[config.mk]
export PLATFORM = sky130hd
export DESIGN_NAME = cnu_sched
export DESIGN_NICKNAME = d
export VERILOG_FILES = /design/src/rtl/cnu_sched_pkg.sv /design/src/rtl/cnu_dly_line.sv /design/src/rtl/cnu_sched.sv
export SDC_FILE = /design/constraint.sdc
export NUM_CORES = 1
export LEC_CHECK = 0
export ABC_AREA = 1
export CAP_MARGIN = 20
export CORE_UTILIZATION = 53
export CTS_CLUSTER_DIAMETER = 60
export CTS_CLUSTER_SIZE = 12
export DETAILED_ROUTE_END_ITERATION = 7
export GPL_TIMING_DRIVEN = 0
export HOLD_SLACK_MARGIN = 0.03
export PLACE_DENSITY = 0.86
export SYNTH_ARGS = -nofsm -noshare
export SYNTH_HDL_FRONTEND = slang
export SYNTH_HIERARCHICAL = 1
export SYNTH_SLANG_ARGS = --single-unit
[constraint.sdc]
create_clock -name clk -period 2.5 [get_ports clk]
set_input_delay 0.5 -clock clk [delete_from_list [all_inputs] [get_ports clk]]
set_output_delay 0.5 -clock clk [all_outputs]
set_load 0.03 [all_outputs]
[src/rtl/cnu_sched_pkg.sv]
`default_nettype none
// ============================================================================
// Module   : cnu_sched_pkg
// Brief    : Shared LDPC decoder definitions: row-scheduler FSM states,
//            ceil-log2 sizing helper and check-node message sizing.
// Revision : 1.0 - initial release
// ============================================================================
package cnu_sched_pkg;

  // Row-scheduler states
  typedef enum logic [1:0] {
    IDLE  = 2'd0,
    RUN   = 2'd1,
    DRAIN = 2'd2,
    DONE  = 2'd3
  } sched_state_t;

  // ceil(log2(value)) with a floor of 1 so single-entry ranges still get a bit
  function automatic int clog2_min1(input int value);
    int w;
    w = 1;
    while ((1 << w) < value) begin
      w = w + 1;
    end
    return w;
  endfunction

  // Total bits presented to one check-node unit per row
  function automatic int cnu_msg_bits(input int degree, input int msg_w);
    return degree * msg_w;
  endfunction

endpackage
`default_nettype wire

[src/rtl/cnu_dly_line.sv]
`default_nettype none
// ============================================================================
// Module   : cnu_dly_line
// Brief    : Fixed-depth shift register used to align {valid, addr} of an
//            issued row with the CNU result write-back.
// Revision : 1.0 - initial release
// ============================================================================
module cnu_dly_line #(
  parameter int DEPTH = 3,
  parameter int WIDTH = 1
) (
  input  logic             clk,
  input  logic             rst,
  input  logic [WIDTH-1:0] din,
  output logic [WIDTH-1:0] dout
);

  logic [DEPTH-1:0][WIDTH-1:0] r_pipe;

  if (DEPTH < 1) begin : g_bad_depth
    $error("cnu_dly_line: DEPTH must be at least 1");
  end

  // Shift every stage one place per clock; reset flushes all in-flight entries
  always_ff @(posedge clk or negedge rst) begin
    if (!rst) begin
      r_pipe <= '0;
    end else begin
      r_pipe[0] <= din;
      for (int i = DEPTH - 1; i > 0; i--) begin
        r_pipe[i] <= r_pipe[i-1];
      end
    end
  end

  assign dout = r_pipe[DEPTH-1];

endmodule
`default_nettype wire

[src/rtl/cnu_sched.sv]
`default_nettype none
// ============================================================================
// Module   : cnu_sched
// Brief    : Layered LDPC check-node row scheduler. Issues one row read per
//            unstalled cycle, tracks rows in flight through the memory read
//            and CNU latency, and only starts the next iteration once the
//            previous iteration's last row has been written back.
// Revision : 1.0 - initial release
// ============================================================================
module cnu_sched
  import cnu_sched_pkg::*;
#(
  parameter  int D       = 8,
  parameter  int data_w  = 8,
  parameter  int ROWS    = 16,
  parameter  int CNU_LAT = 2,
  parameter  int ITER_W  = 6,
  localparam int ROW_W   = clog2_min1(ROWS)
) (
  input  logic              clk,
  input  logic              rst,
  input  logic              start,
  input  logic [ITER_W-1:0] n_iter,
  input  logic              stall,
  output logic              rd_en,
  output logic [ROW_W-1:0]  rd_addr,
  output logic              cnu_vld,
  output logic              wr_en,
  output logic [ROW_W-1:0]  wr_addr,
  output logic [ITER_W-1:0] iter_cnt,
  output logic              busy,
  output logic              done
);

  // One cycle of memory read latency plus the CNU pipeline
  localparam int               c_DLY      = 1 + CNU_LAT;
  // Enough bits to count every row that can be between issue and write-back
  localparam int               c_INF_W    = clog2_min1(CNU_LAT + 3);
  localparam logic [ROW_W-1:0] c_LAST_ROW = ROW_W'(ROWS - 1);

  if (CNU_LAT < 1) begin : g_bad_lat
    $error("cnu_sched: CNU_LAT must be at least 1");
  end
  if (cnu_msg_bits(D, data_w) < 1) begin : g_bad_msg
    $error("cnu_sched: D and data_w must both be positive");
  end

  sched_state_t        r_state;
  logic [ROW_W-1:0]    r_row;
  logic [ITER_W-1:0]   r_n_iter;
  logic [ITER_W-1:0]   r_iter_cnt;
  logic                r_busy;
  logic                r_done;
  logic                r_cnu_vld;
  logic [c_INF_W-1:0]  r_inflight;
  logic                w_issue;
  logic                w_last_wr;
  logic [ROW_W:0]      w_dly_in;
  logic [ROW_W:0]      w_dly_out;

  // A row is issued whenever the scheduler is running and memory is free
  assign w_issue   = (r_state == RUN) && !stall;
  // The final write-back of an iteration is the one that empties the pipe
  assign w_last_wr = wr_en && (r_inflight == c_INF_W'(1));

  // Main scheduler FSM with registered status outputs
  always_ff @(posedge clk or negedge rst) begin
    if (!rst) begin
      r_state    <= IDLE;
      r_row      <= '0;
      r_n_iter   <= '0;
      r_iter_cnt <= '0;
      r_busy     <= 1'b0;
      r_done     <= 1'b0;
    end else begin
      r_done <= 1'b0;
      case (r_state)
        IDLE: begin
          if (start) begin
            r_iter_cnt <= '0;
            r_n_iter   <= n_iter;
            r_row      <= '0;
            r_busy     <= 1'b1;
            if (n_iter != '0) begin
              r_state <= RUN;
            end else begin
              r_state <= DONE;
              r_done  <= 1'b1;
            end
          end
        end
        RUN: begin
          if (w_issue) begin
            if (r_row == c_LAST_ROW) begin
              r_row   <= '0;
              r_state <= DRAIN;
            end else begin
              r_row <= r_row + 1'b1;
            end
          end
        end
        DRAIN: begin
          if (w_last_wr) begin
            if ((r_iter_cnt + 1'b1) < r_n_iter) begin
              r_iter_cnt <= r_iter_cnt + 1'b1;
              r_state    <= RUN;
            end else begin
              r_state <= DONE;
              r_done  <= 1'b1;
            end
          end
        end
        DONE: begin
          r_state <= IDLE;
          r_busy  <= 1'b0;
        end
        default: begin
          r_state <= IDLE;
          r_busy  <= 1'b0;
        end
      endcase
    end
  end

  // Count rows issued but not yet written back, to detect the empty pipe
  always_ff @(posedge clk or negedge rst) begin
    if (!rst) begin
      r_inflight <= '0;
    end else begin
      case ({w_issue, wr_en})
        2'b10:   r_inflight <= r_inflight + 1'b1;
        2'b01:   r_inflight <= r_inflight - 1'b1;
        default: r_inflight <= r_inflight;
      endcase
    end
  end

  // CNU input valid follows the memory read by one cycle
  always_ff @(posedge clk or negedge rst) begin
    if (!rst) begin
      r_cnu_vld <= 1'b0;
    end else begin
      r_cnu_vld <= w_issue;
    end
  end

  assign w_dly_in = {w_issue, r_row};

  cnu_dly_line #(
    .DEPTH (c_DLY),
    .WIDTH (ROW_W + 1)
  ) u_wb_dly (
    .clk  (clk),
    .rst  (rst),
    .din  (w_dly_in),
    .dout (w_dly_out)
  );

  assign rd_en    = w_issue;
  assign rd_addr  = r_row;
  assign cnu_vld  = r_cnu_vld;
  assign wr_en    = w_dly_out[ROW_W];
  assign wr_addr  = w_dly_out[ROW_W-1:0];
  assign iter_cnt = r_iter_cnt;
  assign busy     = r_busy;
  assign done     = r_done;

endmodule
`default_nettype wire

# [Word level (Yosys, flattened, before mapping)]
# Index checks and enable logic that the tools add are counted.
[word_totals] reg_bits=39 latch_bits=0 ram_bits=0 romBits=0 input_bits=10 elab_cells=65 mem_count=0
[op_classes] n_addsub=4 multipliers=0 div=0 order_cmp=1 n_eq_ne=12 n_shift=0 muxes=23 bitwise=0 n_reduce_logical=14
[ops] cell="2-to-1 mux 6 bit" count=3
[ops] cell="2-to-1 mux 2 bit" count=6
[ops] cell="2-to-1 mux 4 bit" count=3
[ops] cell="one-hot mux 6 bit (2 select lines)" count=1
[ops] cell="inequality test 2 bit (second input constant)" count=4
[ops] cell="one-hot mux 2 bit (4 select lines)" count=1
[ops] cell="one-hot mux 4 bit (2 select lines)" count=1
[ops] cell="AND reduction 4 bit" count=2
[ops] cell="nonzero test 2 bit" count=4
[ops] cell="adder 6 x 1 -> 6 bit (second input constant)" count=1
[ops] cell="equality test 2 bit (second input constant)" count=3
[ops] cell="< comparator 6 bit" count=1
[ops] cell="one-hot mux 3 bit (2 select lines)" count=1
[ops] cell="nonzero test 6 bit" count=1
[ops] cell="2-to-1 mux 1 bit" count=5
[ops] cell="adder 4 x 1 -> 4 bit (second input constant)" count=1
[ops] cell="equality test 2 x 1 -> 1 bit (second input constant)" count=2
[ops] cell="equality test 4 bit (second input constant)" count=1
[ops] cell="one-hot mux 1 bit (2 select lines)" count=2
[ops] cell="AND reduction 2 bit" count=2
[ops] cell="adder 3 x 1 -> 3 bit (second input constant)" count=1
[ops] cell="equality test 3 x 1 -> 1 bit (second input constant)" count=1
[ops] cell="AND reduction 3 bit" count=1
[ops] cell="subtractor 3 x 1 -> 3 bit (second input constant)" count=1
[ops] cell="other kinds (4)" count=5

# [Logic depth before layout (Yosys ltp)]
# Gate-level depths: netlist of run 1.
[logic_depth] depth_word=5 ltp_mapped=15 depth_no_buf=15

# [By module]
# Netlist of run 1, hierarchy kept.
[modules_own_cells] mod="cnu_sched" instances=1 cells_each=183 area_per_inst_um2=1433.9
[modules_own_cells] mod="cnu_dly_line" instances=1 cells_each=20 area_per_inst_um2=412.9

# [Worst setup path before layout of run 1]
# No wires, ideal clock.
[synth_timing] path_type="reg-to-reg" startpoint="register r_iter_cnt[0], in the netlist iter_cnt[0]" endpoint="register r_iter_cnt[0], in the netlist iter_cnt[0]" arrival_time_ps=2081 required_ps=2381 setup_slack_ps=300 stages_incl_launch_ff=14 n_path_buf=0 period_less_slack_ps=2200 cell_sequence="dfrtp_1 ha_1 nand3_1 xor2_1 inv_1 ha_1 nand2_1 inv_1 a21oi_1 nand2_1 nand2_1 nand2_4 nand2_1 nand2_1"
[synth_via] elab_chain_len=4 elab_cells_between_ends=7
[synth_lines] element="start, declared" line_no="cnu_sched.sv:51" text="logic [ITER_W-1:0] r_iter_cnt;"
[synth_lines] element="start signal, assigned" line_no="cnu_sched.sv:105" text="r_iter_cnt <= r_iter_cnt + 1'b1;"
[synth_lines] element="adder 6 x 1 -> 6 bit (*)" line_no="cnu_sched.sv:104, cnu_sched.sv:105"
[synth_lines] element="< comparator 6 bit or 2-to-1 mux 6 bit (tied branches)" line_no="cnu_sched.sv:104" text="if ((r_iter_cnt + 1'b1) < r_n_iter) begin"
[synth_lines] element="inequality test 2 bit (no source line) or 2-to-1 mux 6 bit (tied branches)"
[synth_lines] element="AND reduction 4 bit (no source line) or one-hot mux 6 bit (2 select lines) (tied branches)"
# Every way passes the cells marked *; elsewhere a longest branch is shown, timed or not. The select of a mux whose other input is x is not followed.
# A chain may end at the register's enable or synchronous reset.

# [Worst setup path after layout of run 1]
[layout_timing] startpoint="register r_iter_cnt[0], in the netlist iter_cnt[0]" endpoint="register r_iter_cnt[3], in the netlist iter_cnt[3]"
# Same word-level chain as after synthesis.

==> results of run 1 <==
[timing repair]
item / 4_1_cts / 5_1_grt
gates cloned: 0 / 0
endpoints found under the setup margin: 1 / 6
gates resized for setup: 1 / 1
[final cells by class]
cell class	count	area, um^2	share of cell area
multi-input combinational	130	723	0.320
tap	46	57.6	0.0254
sequential	39	976	0.431
timing repair buffer	28	274	0.121
clock buffer	5	37.5	0.0166
inverter	28	105	0.0465
clock inverter	3	43.8	0.0194
buffer	6	45.0	0.0199
[kinds of logic after synthesis]
| kind of cell | Yosys count |
|---|---|
| DFF | 39 |
| AOI/OAI and AO/OA | 14 |
| xor gates and xnor gates | 6 |
| and+or+nand+nor | 99 |
| adders and majority gates | 11 |
| buffers and inverters | 34 |
[cell usage in the layout (no fill, tap or decap), drive strengths merged, types with 2 or more instances in the layout]
| cell | synthesis | layout |
|---|---|---|
| clkinv | 0 | 2 |
| a21oi | 2 | 2 |
| o21ai | 11 | 11 |
| dfrtp | 39 | 39 |
| nand2 | 56 | 56 |
| buf | 6 | 7 |
| clkdlybuf4s50 | 0 | 26 |
| nand4 | 3 | 3 |
| xor2 | 4 | 4 |
| clkbuf | 0 | 5 |
| xnor2 | 2 | 2 |
| nand3 | 17 | 17 |
| nor2 | 20 | 20 |
| inv | 28 | 28 |
| ha | 11 | 11 |
[power by group through the flow]
stage / Clock, W / Sequential [W] / Combinational [W]
6_report: 0.000418 / 0.000947 / 0.000976
5_1_grt: 0.000458 / 0.000966 / 0.00110
4_1_cts: 0.000429 / 0.000948 / 0.000979
3_5_place_dp: 0 / 0.000960 / 0.000970
3_3_place_gp: 0 / 0.000948 / 0.000938
2_1_floorplan: 0 / 0.000996 / 0.000638
[worst max path at each step]
| stage | depth (start not counted) | end | slack [ns] | from |
|---|---|---|---|---|
| 2_1_floorplan | 13 | iter_cnt[0]$_DFFE_PN0P_ | 0.30 | iter_cnt[0]$_DFFE_PN0P_ |
| 3_3_place_gp | 1 | cnu_vld$_DFF_PN0_ | 0.06 | rst |
| 3_5_place_dp | 5 | rd_en | 0.13 | stall |
| 4_1_cts | 13 | iter_cnt[1]$_DFFE_PN0P_ | 0.17 | iter_cnt[0]$_DFFE_PN0P_ |
| 5_1_grt | 13 | iter_cnt[1]$_DFFE_PN0P_ | 0.07 | iter_cnt[0]$_DFFE_PN0P_ |
| 6_report | 13 | iter_cnt[3]$_DFFE_PN0P_ | 0.23 | iter_cnt[0]$_DFFE_PN0P_ |
[critical path: stages, from the launching register on]
cell	delay, ns
dfrtp_1	0.48
ha_1	0.27
nand3_1	0.11
xor2_1	0.23
inv_1	0.07
ha_1	0.27
nand2_1	0.07
inv_1	0.04
a21oi_1	0.12
nand2_1	0.11
nand2_2	0.18
nand2_4	0.10
nand2_1	0.07
nand2_1	0.04
[state kept, by name, indices dropped and copies added, names as in the netlist]
register,cells
u_wb_dly/r_pipe,10
iter_cnt,6
r_n_iter,6
u_wb_dly/dout,5
rd_addr,4
r_inflight,3
r_state,2
busy,1
cnu_vld,1
done,1
[per-stage QoR]
stage	total power (W)	area, um^2	hold slack [ns]
after floorplan	0.00163	1850	0.204
after global placement	0.00189	2180	0.331
after detailed placement	0.00193	2180	0.336
after CTS	0.00236	2260	0.259
after global routing	0.00253	2260	0.303
final	0.00234	2260	0.231
[metal layers]
metal	vias up	global-route usage	wire length, um
met5	-	0	0
met4	0	0.0714	74
met3	9	0.0672	180
met2	40	0.328	1570
met1	651	0.258	1450
li1	702	-	-
==> results.py, run 1 <==
metrics = {
    "drt": {
        "finalWirelength_mm": 3.27,
        "via_count": 1402,
        "firstDrtPassIters": 4,
        "vias_per_cell": 4.92,
        "drc": 0,
        "postRouteAntennaNets": 0,
        "wl_per_cell_um": 11.5,
        "drt_iter0_markers": 61,
    },
    "power_and_ir_drop": {
        "powerDensity_nw_per_um2": 1030,
        "max-vdd-ir-drop_uv": 683,
        "p_sw_w": 0.000935,
        "switching_share": 0.400,
        "intPower_w": 0.00141,
        "leakage_nw": 1.19,
        "share_seq_of_total_power": 0.405,
        "clkPwrFrac": 0.178,
        "power_frac_comb": 0.417,
    },
    "cells_and_area": {
        "drive_above_1_share": 0.117,
        "fin_cells": 285,
        "final_nets": 259,
        "n_antenna_cell": 0,
        "n_fill_cell": 276,
        "post-route-util": 0.678,
        "syn_to_final_growth_pct": 22.5,
    },
    "yosys": {
        "synth_compound_area_frac": 0.0393,
        "muxShareOfSynthArea": 0,
        "synth_top_area_share": 0.528,
        "async_flop_share": 1.00,
        "syn_nets": 224,
        "synthAdderAreaFrac": 0.0745,
        "synth_cells": 203,
        "yosysMostFrequentCell": "nand2_1",
        "synth_top_family_by_area": "simple AND/OR/NAND/NOR gates",
        "avgSynthCellArea_um2": 9.10,
        "synthSimpleGateAreaFrac": 0.248,
        "seq_area_frac_synth": 0.528,
        "ys_warn_count": 6,
        "synth-edff-count": 0,
        "synth_xor_area_frac": 0.0285,
        "synth_cell_type_count": 22,
        "synth_area_leader_cell": "dfrtp_1",
        "synthFlopType": "dfrtp_1",
        "ys_ff_latch": 39,
        "synthTopCellsByArea": "dfrtp_1, nand2_1, ha_1",
        "netlist_area_um2": 1850,
        "yosys-top-cells-count": "nand2_1, dfrtp_1, inv_1, nand3_1, nor2_1",
    },
    "worst_setup_path": {
        "endpoint_kind": "flop",
        "worstSetupPathType": "flop to flop",
        "r2r_start": "iter_cnt[0]$_DFFE_PN0P_",
        "reg2reg_slack_ns": 0.23,
        "r2r_end": "iter_cnt[3]$_DFFE_PN0P_",
        "crit_arrival_ns": 2.52,
        "required_ns": 2.75,
        "reg2reg_depth": 13,
        "worstPathMaxFanout": 8,
        "startpoint_type": "flop",
    },
    "global_routing": {
        "grt_pass1_wl_mm": 5.29,
        "grt_pass1_vias": 1204,
        "grt_max_degree": 40,
        "antenna_found_initial": 0,
        "overflow": 0,
        "track_usage": 0.203,
    },
    "cts": {
        "worstSkewPairLatency_ns": 0.35,
        "cts_root_buf": "clkbuf_4",
        "cts_max_level": 2,
        "cts_buffer_depth": 2,
        "cts_setup_buffers": 0,
        "numCtsBuffers": 5,
        "clk_pin_slew_worst_paths_ns": 0.12,
        "hold_buffers": 0,
        "clkSinkCount": 39,
        "cts_tree": "yes",
    },
    "sta": {
        "finalMaxSlewViolations": 0,
        "grt_setup_unrepaired": "no",
        "skew_ns": 0.00896,
        "min_period_over_period": 0.907,
        "hold_viol": 0,
        "tightest_slew_ns": 0.814,
        "relSlewSlack": 0.457,
        "fmax_mhz": 441,
        "fin_tns_setup_ns": 0,
        "period_minus_slack_ns": 2.27,
        "worst_slack_ns": 0.232,
        "setup_viol": 0,
    },
    "floorplanning": {
        "die_h_um": 61.0,
        "core-area_um2": 3340,
        "dieArea_um2": 3720,
        "row_count": 21,
        "initial_utilization": 0.553,
        "ios": 29,
        "chipWidth_um": 61.0,
    },
    "placement": {
        "numPortBuffers": 28,
        "place_inst": 277,
        "hpwl_mm": 2.37,
        "gp_congestion": 0.867,
        "dpl_worst_slack_ns": 0.130,
    },
    "outcome": {
        "status": "completed",
    },
    "run": {
        "cap_violations": 0,
    },
    "min_path": {
        "min_path_type": "input pin to asynchronous set/reset pin",
    },
}
Power figures use the tool's default switching activity.
==> inputs of run 2 (changes only) <==
--- a/config.mk
+++ b/config.mk
@@ -14,6 +14,7 @@
 export GPL_TIMING_DRIVEN = 0
 export HOLD_SLACK_MARGIN = 0.03
 export PLACE_DENSITY = 0.86
+export SLEW_MARGIN = 20
 export SYNTH_ARGS = -nofsm -noshare
 export SYNTH_HDL_FRONTEND = slang
 export SYNTH_HIERARCHICAL = 1
==> results.py, run 2 (synthesis gave the netlist of run 1 again) <==
metrics = {
    "global_routing": {
        "grt_pass1_wl_mm": 5.45,
        "antenna_found_initial": 0,
        "overflow": 0,
        "grt_pass1_vias": 1251,
        "track_usage": 0.207,
        "grt_max_degree": 22,
    },
    "run": {
        "cap_violations": 0,
    },
    "drt": {
        "finalWirelength_mm": 3.18,
        "drc": 0,
        "firstDrtPassIters": 4,
        "via_count": 1390,
        "drt_iter0_markers": 77,
        "postRouteAntennaNets": 0,
        "vias_per_cell": 4.86,
        "wl_per_cell_um": 11.1,
    },
    "outcome": {
        "status": "completed",
    },
    "worst_setup_path": {
        "worstPathMaxFanout": 8,
        "required_ns": 2.75,
        "r2r_start": "iter_cnt[0]$_DFFE_PN0P_",
        "startpoint_type": "flop",
        "r2r_end": "iter_cnt[4]$_DFFE_PN0P_",
        "crit_arrival_ns": 2.50,
        "worstSetupPathType": "flop to flop",
        "reg2reg_slack_ns": 0.25,
        "reg2reg_depth": 13,
        "endpoint_kind": "flop",
    },
    "cts": {
        "cts_max_level": 2,
        "cts_tree": "yes",
        "numCtsBuffers": 5,
        "cts_buffer_depth": 2,
        "clk_pin_slew_worst_paths_ns": 0.12,
        "cts_root_buf": "clkbuf_4",
        "worstSkewPairLatency_ns": 0.35,
        "hold_buffers": 0,
        "clkSinkCount": 39,
    },
    "sta": {
        "finalMaxSlewViolations": 0,
        "tightest_slew_ns": 0.483,
        "skew_ns": 0.00921,
        "worst_slack_ns": 0.255,
        "period_minus_slack_ns": 2.25,
        "hold_viol": 0,
        "relSlewSlack": 0.678,
        "min_period_over_period": 0.898,
        "grt_setup_unrepaired": "no",
        "fmax_mhz": 445,
        "setup_viol": 0,
        "fin_tns_setup_ns": 0,
    },
    "floorplanning": {
        "chipWidth_um": 61.0,
        "initial_utilization": 0.553,
        "die_h_um": 61.0,
        "core-area_um2": 3340,
        "dieArea_um2": 3720,
        "row_count": 21,
        "ios": 29,
    },
    "cells_and_area": {
        "mostFrequentLayoutCell": "nand2_1",
        "n_antenna_cell": 0,
        "syn_to_final_growth_pct": 24.3,
        "final_nets": 260,
        "largest_register_ffs": 10,
        "fin_cells": 286,
        "max_flop_register": "u_wb_dly/r_pipe",
        "layout_common_cells": "nand2_1, dfrtp_1, inv_1, clkdlybuf4s50_1",
        "drive_above_1_share": 0.125,
    },
    "min_path": {
        "min_path_type": "input pin to asynchronous set/reset pin",
    },
    "power_and_ir_drop": {
        "max-vdd-ir-drop_uv": 571,
        "leakage_nw": 1.22,
        "powerDensity_nw_per_um2": 1020,
    },
    "placement": {
        "gp_congestion": 0.867,
        "dpl_worst_slack_ns": 0.134,
        "hpwl_mm": 2.42,
        "place_inst": 278,
        "numPortBuffers": 28,
    },
}
==> run 2: critical path, stage by stage, from the launching register on <==
cell and delay, ns:
dfrtp_2 0.48, ha_1 0.24, nand3_1 0.11, xor2_1 0.23, inv_1 0.07, ha_1 0.27
nand2_1 0.08, inv_1 0.04, a21oi_1 0.13, nand2_1 0.11, nand2_2 0.17, nand2_4 0.10
nand2_1 0.07, nand2_1 0.04
==> run 2: timing repair <==
item / 4_1_cts / 5_1_grt
hold endpoints to repair: 0 / 0
gates resized for setup: 0 / 3
endpoints found under the setup margin: 0 / 7
setup buffers: 0 / 0
==> run 2: layout make-up <==
| cell class | instances | area, um^2 |
|---|---|---|
| clock inverters | 3 | 43.8 |
| inverters | 28 | 105 |
| flip-flops and latches | 39 | 977 |
| clock buffers | 5 | 37.5 |
| multi-input cells | 130 | 723 |
| well taps | 46 | 57.6 |
| repair buffers | 29 | 305 |
| fillers | 277 | 1040 |
| plain buffers | 6 | 45.0 |
==> run 2: metal layers <==
| metal | vias to the layer above | global-route usage | part of all wire |
|---|---|---|---|
| li1 | 709 | - | - |
| met1 | 626 | 0.258 | 0.45 |
| met2 | 48 | 0.339 | 0.47 |
| met3 | 7 | 0.0441 | 0.066 |
| met4 | 0 | 0.107 | 0.020 |
| met5 | - | 0 | 0 |
==> run 2: through the flow <==
step	instance area, um^2	util	hold slack [ns]	power, W
floorplan	1850	-	0.204	0.00163
global placement	2180	0.655	0.331	0.00189
detailed placement	2210	0.661	0.336	0.00193
CTS	2290	0.686	0.0910	0.00236
global route	2290	0.688	0.114	0.00253
finish	2290	0.688	0.0892	0.00234
==> run 2: how the worst max path moves through the flow <==
| stage | cells past startpoint | end | startpoint |
|---|---|---|---|
| 6_report | 13 | iter_cnt[4]$_DFFE_PN0P_ | iter_cnt[0]$_DFFE_PN0P_ |
| 5_1_grt | 13 | iter_cnt[3]$_DFFE_PN0P_ | iter_cnt[0]$_DFFE_PN0P_ |
| 4_1_cts | 5 | rd_en | r_state[0]$_DFFE_PN0P_ |
| 3_5_place_dp | 5 | rd_en | stall |
| 3_3_place_gp | 1 | cnu_vld$_DFF_PN0_ | rst |
| 2_1_floorplan | 13 | iter_cnt[0]$_DFFE_PN0P_ | iter_cnt[0]$_DFFE_PN0P_ |
==> run 2: power by group <==
| group | switching (W) | leakage (nW) | internal [W] |
|---|---|---|---|
| clock network | 0.000208 | 0.0452 | 0.000210 |
| registers | 0.000131 | 0.513 | 0.000813 |
| logic | 0.000586 | 0.658 | 0.000390 |
| total | 0.000925 | 1.22 | 0.00141 |
==> inputs of run 3 (changes only) <==
--- a/config.mk
+++ b/config.mk
@@ -9,10 +9,11 @@
 export CAP_MARGIN = 20
 export CORE_UTILIZATION = 53
 export CTS_CLUSTER_DIAMETER = 60
-export CTS_CLUSTER_SIZE = 12
+export CTS_CLUSTER_SIZE = 20
 export DETAILED_ROUTE_END_ITERATION = 7
 export GPL_TIMING_DRIVEN = 0
 export HOLD_SLACK_MARGIN = 0.03
+export MAX_ROUTING_LAYER = met4
 export PLACE_DENSITY = 0.86
 export SLEW_MARGIN = 20
 export SYNTH_ARGS = -nofsm -noshare
==> results.py, run 3 (synthesis gave the netlist of run 1 again) <==
metrics = {
    "power_and_ir_drop": {
        "clkPwrFrac": 0.178,
        "intPower_w": 0.00141,
        "power_frac_comb": 0.418,
        "leakage_nw": 1.22,
        "p_sw_w": 0.000922,
        "switching_share": 0.395,
        "powerDensity_nw_per_um2": 1020,
        "max-vdd-ir-drop_uv": 572,
        "share_seq_of_total_power": 0.404,
    },
    "sta": {
        "grt_setup_unrepaired": "no",
        "period_minus_slack_ns": 2.26,
        "hold_viol": 0,
        "fmax_mhz": 442,
        "finalMaxSlewViolations": 0,
        "min_period_over_period": 0.905,
        "skew_ns": 0.00759,
        "relSlewSlack": 0.673,
        "tightest_slew_ns": 0.490,
        "setup_viol": 0,
        "fin_tns_setup_ns": 0,
        "worst_hold_slack_ns": 0.0944,
    },
    "global_routing": {
        "grt_max_degree": 22,
        "overflow": 0,
        "grt_pass1_vias": 1255,
        "track_usage": 0.213,
        "grt_pass1_wl_mm": 5.44,
        "antenna_found_initial": 0,
    },
    "floorplanning": {
        "core-area_um2": 3340,
        "initial_utilization": 0.553,
        "die_h_um": 61.0,
        "ios": 29,
        "row_count": 21,
        "dieArea_um2": 3720,
        "chipWidth_um": 61.0,
    },
    "worst_setup_path": {
        "reg2reg_depth": 13,
        "r2r_start": "iter_cnt[0]$_DFFE_PN0P_",
        "startpoint_type": "flop",
        "reg2reg_slack_ns": 0.24,
        "endpoint_kind": "flop",
        "worstSetupPathType": "flop to flop",
        "worstPathMaxFanout": 8,
        "required_ns": 2.75,
        "r2r_end": "iter_cnt[4]$_DFFE_PN0P_",
        "crit_arrival_ns": 2.51,
    },
    "drt": {
        "finalWirelength_mm": 3.19,
        "vias_per_cell": 4.90,
        "postRouteAntennaNets": 0,
        "via_count": 1400,
        "wl_per_cell_um": 11.1,
        "drc": 0,
        "firstDrtPassIters": 4,
        "drt_iter0_markers": 80,
    },
    "cells_and_area": {
        "n_antenna_cell": 0,
        "max_flop_register": "u_wb_dly/r_pipe",
        "drive_above_1_share": 0.125,
        "final_nets": 260,
        "largest_register_ffs": 10,
        "mostFrequentLayoutCell": "nand2_1",
        "layout_common_cells": "nand2_1, dfrtp_1, inv_1, clkdlybuf4s50_1",
        "syn_to_final_growth_pct": 24.3,
    },
    "cts": {
        "cts_max_level": 2,
        "clk_pin_slew_worst_paths_ns": 0.11,
        "cts_buffer_depth": 2,
        "hold_buffers": 0,
        "clkSinkCount": 39,
        "cts_root_buf": "clkbuf_4",
        "worstSkewPairLatency_ns": 0.35,
        "cts_tree": "yes",
        "numCtsBuffers": 5,
    },
    "min_path": {
        "min_path_type": "input pin to asynchronous set/reset pin",
    },
    "run": {
        "cap_violations": 0,
    },
    "placement": {
        "gp_congestion": 0.881,
        "numPortBuffers": 28,
        "hpwl_mm": 2.42,
    },
    "outcome": {
        "status": "completed",
    },
}
[run 3: cell counts in the layout (fill, tap and decap cells not counted)]
Identical to the previous run, type by type.
[run 3: cell type report]
cell class / instances / area (um^2)
Fill cell: 277 / 1040
Sequential cell: 39 / 977
Multi-Input combinational cell: 130 / 723
Timing Repair Buffer: 29 / 305
Inverter: 28 / 105
Tap cell: 46 / 57.6
Buffer: 6 / 45.0
Clock inverter: 3 / 43.8
Clock buffer: 5 / 37.5
[run 3: metal layers]
layer | share of wire | vias to the layer above | track usage | wire, um
li1 | - | 704 | - | -
met4 | 0.019 | 0 | 0.107 | 60
met1 | 0.45 | 640 | 0.262 | 1430
met3 | 0.060 | 7 | 0.0378 | 190
met2 | 0.47 | 49 | 0.339 | 1500
met5 | 0 | - | - | 0
[run 3: worst max-delay path by stage]
stage	from	endpoint	slack, ns	cells after the start
after floorplan	iter_cnt[0]$_DFFE_PN0P_	iter_cnt[0]$_DFFE_PN0P_	0.30	13
after global routing	iter_cnt[0]$_DFFE_PN0P_	iter_cnt[3]$_DFFE_PN0P_	0.03	13
after global placement	rst	cnu_vld$_DFF_PN0_	0.06	1
final	iter_cnt[0]$_DFFE_PN0P_	iter_cnt[4]$_DFFE_PN0P_	0.24	13
after CTS	r_state[0]$_DFFE_PN0P_	rd_en	0.02	5
after detailed placement	stall	rd_en	0.13	5
[run 3: worst max-delay path, cell delays in order, from the launching register on]
cell     delay (ns)
dfrtp_2        0.48
ha_1           0.25
nand3_1        0.11
xor2_1         0.24
inv_1          0.07
ha_1           0.27
nand2_1        0.08
inv_1          0.04
a21oi_1        0.13
nand2_1        0.11
nand2_2        0.17
nand2_4        0.10
nand2_1        0.07
nand2_1        0.05
[run 3: metrics by stage]
step	utilization	cell area (um^2)	setup slack, ns	instances	power [W]
floorplan	-	1850	0.300	203	0.00163
global placement	0.655	2180	0.0633	277	0.00189
detailed placement	0.661	2210	0.134	278	0.00193
CTS	0.686	2290	0.0175	286	0.00236
global route	0.688	2290	0.0302	286	0.00253
finish	0.688	2290	0.239	286	0.00234
[run 3: power groups by stage]
stage | Sequential, W | Clock (W) | Combinational (W)
CTS | 0.000943 | 0.000429 | 0.000984
global placement | 0.000948 | 0 | 0.000938
detailed placement | 0.000957 | 0 | 0.000974
floorplan | 0.000996 | 0 | 0.000638
finish | 0.000944 | 0.000416 | 0.000975
global route | 0.000967 | 0.000454 | 0.00111
[run 3: what timing repair did]
item	in CTS	in global routing
buffers inserted	0	0
setup endpoints to repair	0	7
resized for setup	0	3
endpoints found under the hold margin	0	0
